$ cat src/rtl/ram_readout_streamer.sv
// ---------------------------------------------------------------------------
// ram_readout_streamer
//
// Reads the capture RAM word by word, from address 0 to max_ram_address-1.
// Each RAM word packs burst_index result samples of W bits, with sample 0 in
// the least-significant W bits. The block streams the samples out one at a
// time over a valid/ready port.
//
// Ports
//   clk          rising-edge clock for all state
//   reset        synchronous active-high reset
//   start        one-cycle request to begin a full readout (IDLE or DONE only)
//   ram_addr     read address to the capture RAM
//   ram_q        RAM read data, valid ram_latency cycles after ram_addr changes
//   sample_data  one unpacked result word {cout, dout}
//   sample_valid sample_data holds a valid sample
//   sample_ready consumer accepts the sample
//   busy         readout in progress (FETCH or UNPACK)
//   done         full readout completed
//
// Handshake: a sample transfers on a rising edge where sample_valid and
// sample_ready are both 1. Once sample_valid is raised it stays high, and
// sample_data stays stable, until that transfer happens. sample_ready may
// change freely and does not affect sample_valid.
// ---------------------------------------------------------------------------
module ram_readout_streamer #(
    parameter int no_of_digits    = 8,
    parameter int radix_bits      = 3,
    parameter int address_width   = 14,
    parameter int max_ram_address = 16384,
    parameter int burst_index     = 8,
    parameter int ram_latency     = 2,
    localparam int W  = (no_of_digits + 1) * radix_bits,
    localparam int BW = W * burst_index
) (
    input  logic                     clk,
    input  logic                     reset,
    input  logic                     start,
    output logic [address_width-1:0] ram_addr,
    input  logic [BW-1:0]            ram_q,
    output logic [W-1:0]             sample_data,
    output logic                     sample_valid,
    input  logic                     sample_ready,
    output logic                     busy,
    output logic                     done
);

    localparam int IDX_W = (burst_index > 1) ? $clog2(burst_index) : 1;
    localparam int CNT_W = (ram_latency > 0) ? $clog2(ram_latency + 1) : 1;

    localparam logic [IDX_W-1:0]         LAST_IDX  = IDX_W'(burst_index - 1);
    localparam logic [CNT_W-1:0]         LAT_CNT   = CNT_W'(ram_latency);
    localparam logic [address_width-1:0] LAST_ADDR = address_width'(max_ram_address - 1);

    typedef enum logic [1:0] {
        IDLE   = 2'd0,
        FETCH  = 2'd1,
        UNPACK = 2'd2,
        DONE   = 2'd3
    } state_t;

    state_t             state;
    state_t             next_state;
    logic [BW-1:0]      buffer;
    logic [IDX_W-1:0]   sample_idx;
    logic [CNT_W-1:0]   wait_cnt;

    logic xfer;
    logic last_sample;
    logic last_addr;
    logic fetch_ready;

    // sample_valid is 1 exactly in UNPACK, so it doubles as the state test.
    assign xfer        = sample_valid && sample_ready;
    assign last_sample = (sample_idx == LAST_IDX);
    assign last_addr   = (ram_addr == LAST_ADDR);
    // wait_cnt counts the ram_latency cycles plus the capture cycle.
    assign fetch_ready = (wait_cnt == LAT_CNT);

    // The buffer register itself drives the output port.
    assign sample_data = buffer[W-1:0];

    // ---------------------------------------------------------------------
    // State register
    // ---------------------------------------------------------------------
    always_ff @(posedge clk) begin
        if (reset) begin
            state <= IDLE;
        end else begin
            state <= next_state;
        end
    end

    // ---------------------------------------------------------------------
    // Next-state logic
    // ---------------------------------------------------------------------
    always_comb begin
        next_state = state;
        case (state)
            IDLE: begin
                if (start) next_state = FETCH;
            end
            FETCH: begin
                if (fetch_ready) next_state = UNPACK;
            end
            UNPACK: begin
                if (xfer && last_sample) begin
                    next_state = last_addr ? DONE : FETCH;
                end
            end
            DONE: begin
                if (start) next_state = FETCH;
            end
            default: next_state = IDLE;
        endcase
    end

    // ---------------------------------------------------------------------
    // Datapath and registered status outputs
    // ---------------------------------------------------------------------
    always_ff @(posedge clk) begin
        if (reset) begin
            ram_addr     <= '0;
            buffer       <= '0;
            sample_idx   <= '0;
            wait_cnt     <= '0;
            sample_valid <= 1'b0;
            busy         <= 1'b0;
            done         <= 1'b0;
        end else begin
            // Status flags are decoded from the next state so they line up
            // with the state they describe.
            sample_valid <= (next_state == UNPACK);
            busy         <= (next_state == FETCH) || (next_state == UNPACK);
            done         <= (next_state == DONE);

            case (state)
                IDLE, DONE: begin
                    if (start) begin
                        ram_addr <= '0;
                        wait_cnt <= '0;
                    end
                end
                FETCH: begin
                    if (fetch_ready) begin
                        buffer     <= ram_q;
                        sample_idx <= '0;
                    end else begin
                        wait_cnt <= wait_cnt + 1'b1;
                    end
                end
                UNPACK: begin
                    if (xfer) begin
                        buffer     <= buffer >> W;
                        sample_idx <= sample_idx + 1'b1;
                        if (last_sample) begin
                            wait_cnt <= '0;
                            // On the final word the address holds; it never wraps.
                            if (!last_addr) ram_addr <= ram_addr + 1'b1;
                        end
                    end
                end
                default: ;
            endcase
        end
    end

endmodule

$ cat config.mk
export PLATFORM = sky130hd
export DESIGN_NAME = ram_readout_streamer
export DESIGN_NICKNAME = d
export VERILOG_FILES = /design/src/rtl/ram_readout_streamer.sv
export SDC_FILE = /design/constraint.sdc
export NUM_CORES = 1
export LEC_CHECK = 0
export CAP_MARGIN = 40
export CORE_MARGIN = 5
export CORE_UTILIZATION = 45
export DETAILED_ROUTE_END_ITERATION = 6
export PLACE_DENSITY = 0.74
export SYNTH_ARGS = -nofsm -noshare
export SYNTH_HDL_FRONTEND = slang
export SYNTH_SLANG_ARGS = --single-unit
$ cat constraint.sdc
create_clock -name clk -period 2 [get_ports clk]
set_input_delay 0.4 -clock clk [delete_from_list [all_inputs] [get_ports clk]]
set_output_delay 0.4 -clock clk [all_outputs]
set_load 0.02 [all_outputs]
=== Word-level counts from Yosys, hierarchy flattened ===
Cells that the tools add are included.

* $add $sub $neg: 3
* Multipliers: 0
* Divide/modulo/power cells: 0
* $lt $le $gt $ge: 0
* Equality and inequality tests: 15
* Shift operators: 0
* Multiplexer cells: 21
* Bitwise gates (word level): 0
* Reductions and logical operators: 10

{| class="wikitable"
|+ Operator list
! kind !! number
|-
| two-way mux 216 bit || 2
|-
| case mux 216 bit (2 select lines) || 1
|-
| two-way mux 14 bit || 4
|-
| case mux 14 bit (2 select lines) || 1
|-
| two-way mux 2 bit || 8
|-
| adder 14 x 1 -> 14 bit, second input constant || 1
|-
| == test 14 bit, second input constant || 1
|-
| case mux 2 bit (3 select lines) || 2
|-
| == test 2 bit, second input constant || 5
|-
| inequality test 2 bit, second input constant || 5
|-
| two-way mux 3 bit || 2
|-
| case mux 3 bit (2 select lines) || 1
|-
| AND reduction 5 bit || 1
|-
| == test 2 x 1 -> 1 bit, second input constant || 2
|-
| AND reduction 4 bit || 1
|-
| nonzero test 2 bit || 2
|-
| adder 3 x 1 -> 3 bit, second input constant || 1
|-
| == test 3 bit, second input constant || 1
|-
| AND reduction 3 bit || 1
|-
| adder 2 x 1 -> 2 bit, second input constant || 1
|-
| logical AND 1 bit || 2
|-
| logical NOT 2 bit || 1
|-
| inequality test 2 x 1 -> 1 bit, second input constant || 1
|-
| OR reduction 2 bit || 1
|-
| logical OR 1 bit || 1
|}

* Register bits: 240
* Latch bits: 0
* Memory bits (writable): 0
* ROM bits: 0
* Output and inout bits: 44
* Word-level logic and storage cells: 57
* Memories kept: 0

=== Logic depth before layout (Yosys ltp) ===
* Word-level depth: 6
* Gate-level depth with buffers: 11

=== Worst setup path before layout ===
No wires, ideal clock.

* Path kind: reg2reg
* From: reg ram_addr[0]
* To: reg busy
* Setup time: 66 ps
* Arrival: 2226 ps
* Required time: 1934 ps
* Slack: -292 ps
* Cell stages (with the launch flop): 9
* Buffers on the path: 1
* Cells stage by stage: dfxtp_1 ha_1 nand3_2 or3_1 buf_2 or4_4 o21ai_2 ha_1 nor2_1

* Word-level cells in the longest chain between the ends: 6

{| class="wikitable"
|+ Ends and longest elaborated chain
! what !! RTL line !! RTL
|-
| start: declaration || 39 || <nowiki>output logic [address_width-1:0] ram_addr,</nowiki>
|-
| start signal: assignment || 159 || <nowiki>if (!last_addr) ram_addr <= ram_addr + 1'b1;</nowiki>
|-
| == test 14 bit (*) || 76 || <nowiki>assign last_addr = (ram_addr == LAST_ADDR);</nowiki>
|-
| two-way mux 2 bit (*) || 108 || <nowiki>next_state = last_addr ? DONE : FETCH;</nowiki>
|-
| two-way mux 2 bit (*) || 107 || <nowiki>if (xfer && last_sample) begin</nowiki>
|-
| case mux 2 bit (3 select lines) (*) || 99 || <nowiki>case (state)</nowiki>
|-
| net next_state[1] || 63 || <nowiki>state_t next_state;</nowiki>
|-
| == test 2 x 1 -> 1 bit or == test 2 bit (tied branches) || 134 || <nowiki>busy <= (next_state == FETCH) || (next_state == UNPACK);</nowiki>
|-
| logical OR 1 bit (*) || 134 ||
|-
| end signal: assignment || 134 ||
|-
| end: declaration || 44 || <nowiki>output logic busy,</nowiki>
|}

Mark *: on every way through the listed nets, which the timed path passes. The rest lies on a longest branch.
A chain may end at the register's enable or synchronous reset.

=== Worst setup path in the final report ===
* From: reg ram_addr[2]
* To: out ram_addr[2]

No word-level cell between the ends.

==> results_dict.tcl <==
set metrics [dict create \
    cts-htree-levels 1 \
    min_path_cells 2 \
    crit_fanout 6 \
    async_reset_ff_share_pct 0 \
    hpwl_mm 20.6 \
    first_iter_violations 476 \
    max-cap-violations 0 \
    yosysSeqAreaShare_pct 45.6 \
    place_inst 1604 \
    drv_slew 0 \
    num_rows 56 \
    synth_area_leaders "dfxtp_1, mux2i_1, a211oi_1" \
    io_pins 264 \
    power.density_mw_per_mm2 943 \
    synthCells 1094 \
    fmaxAchievable_mhz 510 \
    pre_cts_ws_ns -0.174 \
    cts_hold_buf 0 \
    antenna_found_initial 1 \
    slew_headroom_pct 64.7 \
    grtUsageTotal_pct 20.6 \
    path_class "register to output port" \
    synth_edf_count 0 \
    die_w_um 163 \
    numCtsBuffers 26 \
    syn_avg_cell_area_um2 9.62 \
    cts-root-buf "clkbuf_16" \
    regToRegStartpoint "sample_idx[1]" \
    synth.distinct_cells 44 \
    drc 0 \
    r2r_cells 7 \
    routedWlPerCell_um 17.5 \
    leakagePower_nw 4.96 \
    ys_seq_elements 240 \
    drive_gt1_share_pct 10.1 \
    netlist.area_leader.share_pct 45.6 \
    final_nets 1547 \
    clock_latency_ns 0.52 \
    yosysTopAreaCell "dfxtp_1" \
    yosysWarnings 0 \
    ant_nets 0 \
    cp_data_arrival_time_ns 1.56 \
    core-area_mm2 0.0233 \
    cp-start-kind "register" \
    cp-startpoint "ram_addr[2]" \
    die_area_mm2 0.0266 \
    dpl_cell_area_mm2 0.0136 \
    grt_pass1_vias 8368 \
    hp-class "input pin to register" \
    route.vias.total 8619 \
    grt_pass1_wl_mm 44.5 \
    ys.flop_type "dfxtp_1" \
    fin_crit_ns 1.96 \
    finalInstanceArea_mm2 0.0147 \
    cts_tree "done" \
    start_util_pct 45.3 \
    routabilityCongestion 0.804 \
    cp-end-kind "output port" \
    skew_ns 0.0124 \
    path_buf_inv 1 \
    cts_buffer_depth 3 \
    finalHoldViolCount 0 \
    globalRouteOverflowTotal 0 \
    drt-pass1-iter-count 4 \
    r2r_end "busy" \
    setup_viol 0 \
    r2r_slack_ns 0.05 \
    wl_mm 29.0 \
    status "complete, no violations" \
    path_clk_slew_ns 0.06 \
    slowest_stage "clkdlybuf4s50_1" \
    required_ns 1.60 \
    worst_pin_slew_ns 0.530 \
    grt_max_degree 111 \
    areaGrowthSynthToFinish_pct 39.3 \
    cts_sinks 240 \
    min_from "reset" \
    n_antenna_cell 0 \
    period_share_pct 98.0 \
    die_y_um 163 \
    crit_chain "clkdlybuf4s50_1" \
    syn_area_mm2 0.0105 \
    critPathMaxStageDelay_ns 0.63 \
    fin_cells 1657 \
    whs_endpoint "state[0]" \
    crit_family "buffers and inverters" \
    worst_ir_drop_vdd_uv 648 \
    port_buffers 263 \
    syn-num-nets 1322 \
    worst_slack_ns 0.0400 \
    viasPerCell 5.20 \
]
how the worst max path moves through the flow:
stage                        to  slack (ns)  cells after the start
finish              ram_addr[2]        0.04                      1
CTS                   buffer[7]     -0.0001                      6
detailed placement  ram_addr[3]       -0.17                      6
floorplan                  busy       0.002                      8
global route               busy      -0.002                      7
global placement    ram_addr[3]       -0.16                      6
registers in the layout (all words and copies together), names as in the netlist:
| register | count |
|---|---|
| sample_idx | 3 |
| sample_valid | 1 |
| busy | 1 |
| state | 2 |
| ram_addr | 14 |
| done | 1 |
| wait_cnt | 2 |
| buffer | 216 |
power by group:
part | internal, mW | leakage, nW | switching [mW] | total, mW
clock network | 2.95 | 0.436 | 1.90 | 4.86
registers | 5.53 | 1.97 | 0.417 | 5.95
logic | 1.57 | 2.55 | 1.45 | 3.02
total | 10.0 | 4.96 | 3.78 | 13.8
synthesized netlist by cell type, types with 2 or more instances:
library cell,instances
dfxtp_1,240
nor2_1,202
mux2i_1,190
a211oi_1,189
buf_2,63
clkbuf_1,32
buf_4,28
a22o_1,27
nand2_1,18
a21oi_1,15
o21ai_0,11
ha_1,8
inv_1,8
nand3_1,8
nor3_1,8
a21o_1,4
o31ai_1,4
or3_1,4
nand4_1,3
nor2b_1,3
a22oi_1,2
nor4_1,2
o211ai_1,2
o21a_1,2
o21ai_1,2
logic make-up (layout without fill, tap and decap cells):
family	count (synthesis)	in the layout	synth area share, %
AO/OA/AOI/OAI	266	266	18.8
adder cells (fa/ha/maj)	8	8	0.951
buffers and inverters	132	376	6.45
flip-flops	240	240	45.6
multiplexers	190	190	18.1
AND/OR/NAND/NOR	258	258	10.1
per-layer routing:
layer | global-route usage (%) | vias up | part of all wire [%]
li1 | - | 4435 | -
met1 | 27.3 | 3876 | 44
met2 | 33.9 | 264 | 46
met3 | 5.72 | 42 | 8.0
met4 | 4.27 | 2 | 1.8
met5 | 0 | - | 0.041
per-stage QoR:
step / hold slack (ns) / power [mW] / utilization (%) / TNS [ns]
2_1_floorplan: 0.436 / 7.78 / - / 0
3_3_place_gp: 0.445 / 8.85 / 58.3 / -5.11
3_5_place_dp: 0.450 / 8.94 / 58.4 / -5.33
4_1_cts: 0.195 / 13.9 / 62.6 / -0.000133
5_1_grt: 0.216 / 14.5 / 63.0 / -0.00231
6_report: 0.213 / 13.8 / 63.0 / 0
placed cells by master, fill, tap and decap left out, types with 5 or more instances in the layout:
| cell type | synthesis | layout |
|---|---|---|
| clkdlybuf4s50_1 | 0 | 254 |
| nand3_1 | 8 | 7 |
| nor2_1 | 202 | 201 |
| a22o_1 | 27 | 27 |
| buf_16 | 0 | 5 |
| inv_1 | 8 | 7 |
| clkbuf_8 | 0 | 10 |
| dlygate4sd2_1 | 0 | 6 |
| o21ai_0 | 11 | 10 |
| buf_12 | 0 | 12 |
| clkbuf_16 | 0 | 28 |
| a21oi_1 | 15 | 14 |
| dfxtp_1 | 240 | 229 |
| a211oi_1 | 189 | 187 |
| nor3_1 | 8 | 8 |
| mux2i_1 | 190 | 190 |
| buf_4 | 28 | 35 |
| nand2_1 | 18 | 18 |
| dfxtp_2 | 0 | 9 |
final cells by class:
class                           count  area [um^2]
Tap cell                          319          399
Fill cell                        2038         8600
Multi-Input combinational cell    722         5150
Clock buffer                       41          828
Clock inverter                      6         60.1
Sequential cell                   240         4820
Timing Repair Buffer              321         3380
Inverter                            8         30.0
timing repair:
item / in CTS / in global routing
pin swaps: 0 / 3
setup endpoints to repair: 142 / 142
gates resized for setup: 15 / 17
buffers inserted: 1 / 2
gates cloned: 2 / 1
(Power assumes the default switching activity.)
